===== src/rtl/fan_pwm_multi_ctrl.sv =====
// fan_pwm_multi_ctrl
//
// Multi-channel PWM generator for fans and LEDs. One prescaler and one period
// counter are shared by every channel. Each channel has its own enable, duty
// target, kick-start phase (full-on for KickPeriods periods after enable) and
// a soft duty ramp of at most RampStep ticks per period boundary.
//
// All channel state changes only on a period boundary. Changes to enable,
// duty or period in the middle of a period therefore never produce a glitch.
//
// Ports:
//   clk_i          clock
//   rst_ni         asynchronous active-low reset
//   prescale_i     a tick occurs every prescale_i+1 clock cycles
//   period_i       PWM period is period_i+1 ticks, sampled at each boundary
//   en_i           per-channel enable, sampled at each boundary
//   duty_i         per-channel duty target in ticks, channel 0 at the LSBs
//   pwm_o          registered PWM outputs
//   busy_o         channel is not OFF
//   ramp_done_o    channel is in RUN and its duty has reached duty_i
//   period_start_o one-cycle pulse in the cycle after each period boundary
module fan_pwm_multi_ctrl #(
    parameter int NumChannels = 2,
    parameter int CntWidth    = 8,
    parameter int PscWidth    = 8,
    parameter int KickPeriods = 4,
    parameter int RampStep    = 1
) (
    input  logic                            clk_i,
    input  logic                            rst_ni,
    input  logic [PscWidth-1:0]             prescale_i,
    input  logic [CntWidth-1:0]             period_i,
    input  logic [NumChannels-1:0]          en_i,
    input  logic [NumChannels*CntWidth-1:0] duty_i,
    output logic [NumChannels-1:0]          pwm_o,
    output logic [NumChannels-1:0]          busy_o,
    output logic [NumChannels-1:0]          ramp_done_o,
    output logic                            period_start_o
);

    localparam int KickW = (KickPeriods > 1) ? $clog2(KickPeriods) : 1;
    localparam logic [KickW-1:0] KickLast =
        (KickPeriods > 0) ? KickW'(KickPeriods - 1) : '0;
    localparam logic [CntWidth:0] StepX = (CntWidth + 1)'(RampStep);

    typedef enum logic [1:0] {
        ST_OFF  = 2'd0,
        ST_KICK = 2'd1,
        ST_RUN  = 2'd2
    } ch_state_e;

    // Move cur toward tgt by at most RampStep. Done one bit wider than the
    // duty so neither the add nor the subtract can wrap; the result is
    // clamped at the target so it never overshoots.
    function automatic logic [CntWidth-1:0] ramp_toward(
        input logic [CntWidth-1:0] cur,
        input logic [CntWidth-1:0] tgt
    );
        logic [CntWidth:0] cur_x;
        logic [CntWidth:0] tgt_x;
        logic [CntWidth:0] res;
        cur_x = {1'b0, cur};
        tgt_x = {1'b0, tgt};
        res   = tgt_x;
        if (RampStep != 0) begin
            if (tgt_x > cur_x) begin
                if ((tgt_x - cur_x) > StepX) res = cur_x + StepX;
            end else if (cur_x > tgt_x) begin
                if ((cur_x - tgt_x) > StepX) res = cur_x - StepX;
            end
        end
        return CntWidth'(res);
    endfunction

    // ------------------------------------------------------------------
    // Shared prescaler and period counter
    // ------------------------------------------------------------------
    logic [PscWidth-1:0] psc_q;
    logic [CntWidth-1:0] cnt_q;
    logic [CntWidth-1:0] period_q;
    logic                tick;
    logic                boundary;

    // >= rather than == so a prescale or period that shrinks below the
    // running count still terminates at the next tick instead of wrapping.
    assign tick     = (psc_q >= prescale_i);
    assign boundary = tick && (cnt_q >= period_q);

    always_ff @(posedge clk_i or negedge rst_ni) begin
        if (!rst_ni) begin
            psc_q          <= '0;
            cnt_q          <= '0;
            period_q       <= '0;
            period_start_o <= 1'b0;
        end else begin
            period_start_o <= boundary;
            psc_q          <= tick ? '0 : psc_q + 1'b1;
            if (boundary) begin
                cnt_q    <= '0;
                period_q <= period_i;
            end else if (tick) begin
                cnt_q <= cnt_q + 1'b1;
            end
        end
    end

    // ------------------------------------------------------------------
    // Per-channel FSM, duty ramp and output register
    // ------------------------------------------------------------------
    for (genvar g = 0; g < NumChannels; g++) begin : g_ch
        ch_state_e           state_q;
        ch_state_e           state_d;
        logic [CntWidth-1:0] duty_q;
        logic [CntWidth-1:0] duty_d;
        logic [KickW-1:0]    kick_q;
        logic [KickW-1:0]    kick_d;
        logic [CntWidth-1:0] duty_tgt;
        logic                pwm_q;

        assign duty_tgt = duty_i[g*CntWidth +: CntWidth];

        always_ff @(posedge clk_i or negedge rst_ni) begin
            if (!rst_ni) begin
                state_q <= ST_OFF;
                duty_q  <= '0;
                kick_q  <= '0;
            end else begin
                state_q <= state_d;
                duty_q  <= duty_d;
                kick_q  <= kick_d;
            end
        end

        always_comb begin
            state_d = state_q;
            duty_d  = duty_q;
            kick_d  = kick_q;
            if (boundary) begin
                case (state_q)
                    ST_OFF: begin
                        if (en_i[g]) begin
                            if (KickPeriods > 0) begin
                                state_d = ST_KICK;
                                kick_d  = '0;
                            end else begin
                                state_d = ST_RUN;
                                duty_d  = duty_tgt;
                            end
                        end
                    end
                    ST_KICK: begin
                        if (!en_i[g]) begin
                            state_d = ST_OFF;
                            duty_d  = '0;
                            kick_d  = '0;
                        end else if (kick_q == KickLast) begin
                            state_d = ST_RUN;
                            duty_d  = duty_tgt;
                            kick_d  = '0;
                        end else begin
                            kick_d = kick_q + 1'b1;
                        end
                    end
                    ST_RUN: begin
                        if (!en_i[g]) begin
                            state_d = ST_OFF;
                            duty_d  = '0;
                        end else begin
                            duty_d = ramp_toward(duty_q, duty_tgt);
                        end
                    end
                    default: begin
                        state_d = ST_OFF;
                        duty_d  = '0;
                        kick_d  = '0;
                    end
                endcase
            end
        end

        // cnt_q never exceeds period_q, so duty_q > period_q yields a
        // constant-high output and duty_q == 0 a constant-low one.
        always_ff @(posedge clk_i or negedge rst_ni) begin
            if (!rst_ni) begin
                pwm_q <= 1'b0;
            end else begin
                case (state_q)
                    ST_KICK: pwm_q <= 1'b1;
                    ST_RUN:  pwm_q <= (cnt_q < duty_q);
                    default: pwm_q <= 1'b0;
                endcase
            end
        end

        assign pwm_o[g]       = pwm_q;
        assign busy_o[g]      = (state_q != ST_OFF);
        assign ramp_done_o[g] = (state_q == ST_RUN) && (duty_q == duty_tgt);
    end

endmodule

===== config.mk =====
export PLATFORM = sky130hd
export DESIGN_NAME = fan_pwm_multi_ctrl
export DESIGN_NICKNAME = d
export VERILOG_FILES = /design/src/rtl/fan_pwm_multi_ctrl.sv
export SDC_FILE = /design/constraint.sdc
export NUM_CORES = 1
export LEC_CHECK = 0
export BUFFER_PORTS_ARGS = -buffer_cell sky130_fd_sc_hd__buf_4
export CELL_PAD_IN_SITES_DETAIL_PLACEMENT = 0
export CELL_PAD_IN_SITES_GLOBAL_PLACEMENT = 1
export CORE_MARGIN = 5
export CORE_UTILIZATION = 35
export CTS_CLUSTER_SIZE = 16
export DETAILED_ROUTE_END_ITERATION = 7
export GPL_TIMING_DRIVEN = 0
export HOLD_SLACK_MARGIN = 0.06
export PLACE_DENSITY = 0.68
export SLEW_MARGIN = 40
export SYNTH_ARGS = -nofsm -noshare
export SYNTH_HDL_FRONTEND = slang
export SYNTH_SLANG_ARGS = --single-unit

===== constraint.sdc =====
create_clock -name clk_i -period 3.8 [get_ports clk_i]
set_input_delay 0.38 -clock clk_i [delete_from_list [all_inputs] [get_ports clk_i]]
set_output_delay 0.38 -clock clk_i [all_outputs]
set_load 0.1 [all_outputs]

### After elaboration in Yosys (flattened, before gate mapping)

Cells that the tools add are included.

* register bits after elaboration: 51
* input port bits: 36
* word-level logic and storage cells: 107

* add/subtract/negate cells: 12
* magnitude comparators: 12
* eq/ne operators: 14
* multiplexer cells: 39
* bitwise logic cells: 4
* reductions and logical operators: 14

Operator list (number)
* $mux 8: 17
* $pmux 8 s3: 2
* $gt 9x1->1 const B: 4
* $sub 8x8->9: 4
* $add 8x1->8 const B: 4
* $gt 8x8->1: 4
* $mux 2: 14
* $pmux 2 s3: 4
* $eq 8x8->1: 2
* $ge 8x8->1: 2
* $lt 8x8->1: 2
* $sub 8x1->8 const B: 2
* $reduce_and 3->1: 4
* $eq 2x2->1 const B: 4
* $ne 2x2->1 const B: 4
* $reduce_and 4->1: 2
* $ne 3x3->1 const B: 2
* $reduce_bool 2->1: 3
* $add 2x1->2 const B: 2
* $eq 2x1->1 const B: 2
* $logic_not 2->1: 2
* $not 1->1: 4
* $pmux 1 s2: 2
* $logic_and 1x1->1: 3

### Longest topological paths before layout

* depth after elaboration: 7
* depth in mapped cells: 13
* mapped depth without buffers: 12

### Worst setup path before layout

Ideal clock, no wire load.

* path type: register to output
* start: register g_ch[1].duty_q[4]
* end: output port ramp_done_o[1]
* arrival time: 2.786 ns
* setup slack: 0.634 ns
* cell stages (with the launch flop): 6
* path through: dfrtp_1 ha_1 buf_2 nand2_1 or4_1 nor2_1

* cells in the longest elaborated chain, start to end: 2

RTL lines
* from (decl): line 113 `logic [CntWidth-1:0] duty_q;`
* from (signal assigned): line 129 `duty_q <= duty_d;`
* $eq 8x8->1: line 197 `assign ramp_done_o[g] = (state_q == ST_RUN) && (duty_q == duty_tgt);`
* $logic_and 1x1->1: line 197
* to (decl): line 37 `output logic [NumChannels-1:0] ramp_done_o,`

Every way passes these cells.

### Worst setup path after layout

* start: register g_ch[0].duty_q[0]
* end: register g_ch[0].duty_q[7]

* cells in the longest elaborated chain, start to end: 7
* elaborated cells on any way between the ends: 14
* those cells by class: add/sub (4); order compare (4); mux (6)

RTL lines
* from (decl): line 113
* from (signal assigned): line 129
* $sub 8x8->9: line 69 `if ((cur_x - tgt_x) > StepX) res = cur_x - StepX;`
* $gt 9x1->1: line 69
* $mux 8: line 69
* $mux 8: line 68 `end else if (cur_x > tgt_x) begin`
* $mux 8 (*): line 66 `if (tgt_x > cur_x) begin`
* $mux 8 (*): line 165 `if (!en_i[g]) begin`
* $pmux 8 s3 (*): line 139 `case (state_q)`

Every way passes the cells marked *; elsewhere a longest branch is shown, timed or not.
A chain may end at the register's enable or synchronous reset.

==> impl_results.md <==
- Tightest Pin Transition: 0.8309 ns
- Met3 WL: 559 um
- Resize count post-CTS: 0
- Remaining Overflow, GRT: 0
- Yosys cell types: 70
- CP endpoint kind: register
- Worst path cell trace: ha_1 -> fa_1 -> and2b_1 -> or3b_1 -> a21oi_1 -> o2111ai_1 -> a311oi_1 -> nor4b_4 -> buf_6 -> a21oi_1 -> a211o_1
- Global-route wire length before repair: 28030 um
- Worst-path clk slew: 0.08 ns
- VDD IR max: 213.6 uV
- CP Launch Type: register
- # hold bufs at CTS: 0
- Final setup TNS: 0 ns
- Worst reg2reg path depth: 11
- TritonRoute pass-1 iters: 8
- Syn Area/Cell: 7.890 um^2
- Clk Latency, worst-skew pair: 0.31 ns
- Hold Fails Final Rpt: 0
- Worst setup path class: register to register
- Critical path depth: 11
- Origin of the critical flop-to-flop path: g_ch[0].duty_q[0]
- H-tree levels: 2
- Max Cap Viol: 0
- Die area: 19170 um^2
- P&R area growth vs syn: 12.87%
- Crit path largest cell delay: 0.50 ns
- Yosys top cell area share: 0.2210
- Yosys warnings: 0
- Hold crit path type: primary input to asynchronous set/reset pin
- Non-filler instance count after layout: 1002
- Final net count: 897
- Pwr Density: 269.9 nW/um^2
- Initial antenna violation count: 0
- IO Pins: 43
- Setup Skew: 0.009846 ns
- Required @ worst endpoint: 4.00 ns
- Routability cong.: 0.8748
- Die Y-Extent: 138.5 um
- Final Util: 0.3973
- Hold slack: 0.1261 ns
- FF-to-FF End: g_ch[0].duty_q[7]
- Cell repeated most along the worst path: a21oi_1
- Cells after Synth: 732
- Drt total wl: 16800 um
- Tcrit/Tclk final: 0.9440
- Data arrival time of the critical path: 3.79 ns
- Worst R2R Setup Slack: 0.21 ns
- Via/cell ratio: 5.515
- # Post-CTS Setup Buffers: 0
- Max Slew Vio Count: 0
- Power, Total: 0.001760 W
- Count of buffers from port buffering: 42
- GRT Util Overall: 0.1738
- CTS tree: done
- Cell family with most CP delay: simple AND/OR/NAND/NOR gates
- Cts bufs inserted: 5
- CTS max path bufs: 2
- Status: finished, final reports clean
- Core area: 16410 um^2
- Root Driver: clkbuf_16
- Area leader, netlist: dfrtp_1
- FFs w/ async S/R, synth: 1.000
- DRT iter0 DRCs: 335
- Slew margin rel.: 0.4418
- Inst Count DP: 994
- Std-Cell Rows: 47
- Largest net degree at the start of global routing: 52
- Number of enable flip-flop cells after synthesis: 0
- Initial Util: 0.3520
- # diodes: 0
- Overall die width: 138.5 um
- Main synth FF type: dfrtp_1
- Clk sink count: 51
- Bufs and invs on worst path: 1
- Static Leak: 3.102 nW
- DR top layer: met4
- Mapped cell area: 5776 um^2
- CP max stage cell: nor4b_4
- Achievable Freq: 278.8 MHz
- Dpl hpwl: 13040 um
- Sequential-to-total area share from yosys stat: 0.2210
- Drc violations: 0
- M1 wire length: 7702 um
- Detail Route Antenna Nets: 0
- Final Setup Violations: 0
- Metal2 WL: 8171 um
- FF+latch count, synth: 51
- Vias in the first global route: 5583
- DR vias: 5526
- Area contributors post-synth: dfrtp_1 (22%), ha_1 (16%), a21oi_1 (4.9%), inv_1 (4.5%), xnor2_1 (4.4%)
- Min Tclk post-route: 3.587 ns
- RSZ-0062 raised after global routing: no
- Crit Path Max Fanout: 10
- Post-Syn Nets: 848
- Drt wl/cell: 16.77 um
- Layout cells sized above 1: 0.1049
-- sequential cells by signal (all words and copies together), names as in the netlist --
name and count:
cnt_q 8, psc_q 8, period_q 8, g_ch.pwm_q 2
g_ch.state_q 4, g_ch.kick_q 4, period_start_o 1, g_ch.duty_q 16
-- layout by cell type, fill, tap and decap left out, types with 5 or more instances in the layout --
master     netlist  layout
buf_4            3      45
nor3_1          18      18
a21o_1          19      19
a22oi_1          7       7
nor2_1          56      56
a211oi_1        11      11
o21a_1           8       8
clkbuf_1        10      10
clkbuf_16        0       5
nand4_1          8       8
and3_1          11      11
o21ai_0         44      44
inv_1           69      69
or2_2            6       6
o31ai_1          8       8
a31oi_1          7       7
a211o_1         11      11
nor2b_1          5       5
xnor2_1         29      29
a221oi_1         5       5
dfrtp_1         51      51
buf_1            5       5
xor2_1           6       6
nand3_1         28      28
o22ai_1         10      10
o221ai_1         8       8
buf_2            8       8
ha_1            76      76
a21oi_1         56      56
nand2b_1        16      16
nand2_1         58      58
-- final cells by class --
cell class	instances	area (um^2)
fillers	1695	9888
multi-input cells	581	4088
flip-flops and latches	51	1276
repair buffers	42	315.3
well taps	220	275.3
inverters	72	270.3
plain buffers	28	141.4
clock buffers	5	125.1
clock inverters	3	27.53
-- Yosys cell counts, types with 10 or more instances --
cell type / count
clkbuf_1: 10
nand3_1: 28
o21ai_0: 44
nand2_1: 58
xnor2_1: 29
and3_1: 11
a211o_1: 11
a21o_1: 19
nor2_1: 56
ha_1: 76
a21oi_1: 56
o22ai_1: 10
nor3_1: 18
inv_1: 69
dfrtp_1: 51
a211oi_1: 11
nand2b_1: 16
-- metrics by stage --
step | worst slack, ns | cell area [um^2]
6_report | 0.2127 | 6519
5_1_grt | 0.03038 | 6519
3_5_place_dp | 0.1669 | 6366
2_1_floorplan | 0.6337 | 5776
3_3_place_gp | 0.2086 | 6366
4_1_cts | 0.1847 | 6519
-- cell families after synthesis --
group / synth area share
and+or+nand+nor: 0.2017
AOI/OAI and AO/OA: 0.2617
buffers and inverters: 0.07127
adders and majority gates: 0.1785
DFF: 0.2210
xor gates and xnor gates: 0.05308
muxes: 0.01278
-- where the power goes --
part	switching (W)	internal [W]	leakage (nW)
registers	0.000100	0.000597	0.596
clock network	0.000242	0.000252	0.0723
logic	0.000304	0.000264	2.43
total	0.000646	0.00111	3.10
-- how the worst max path moves through the flow --
stage | start | end | slack (ns)
global route | g_ch[0].duty_q[0] | g_ch[0].duty_q[7] | 0.03
detailed placement | duty_i[0] | g_ch[0].duty_q[5] | 0.17
global placement | duty_i[0] | g_ch[0].duty_q[3] | 0.21
finish | g_ch[0].duty_q[0] | g_ch[0].duty_q[7] | 0.21
floorplan | g_ch[1].duty_q[4] | ramp_done_o[1] | 0.63
CTS | g_ch[0].duty_q[0] | g_ch[0].duty_q[5] | 0.18
-- metal layers --
metal / global-route usage / up-vias
li1: - / 2732
met1: 0.2318 / 2647
met2: 0.2968 / 119
met3: 0.02106 / 28
met4: 0.04992 / 0
met5: 0 / -
Power figures use the tool's default switching activity.
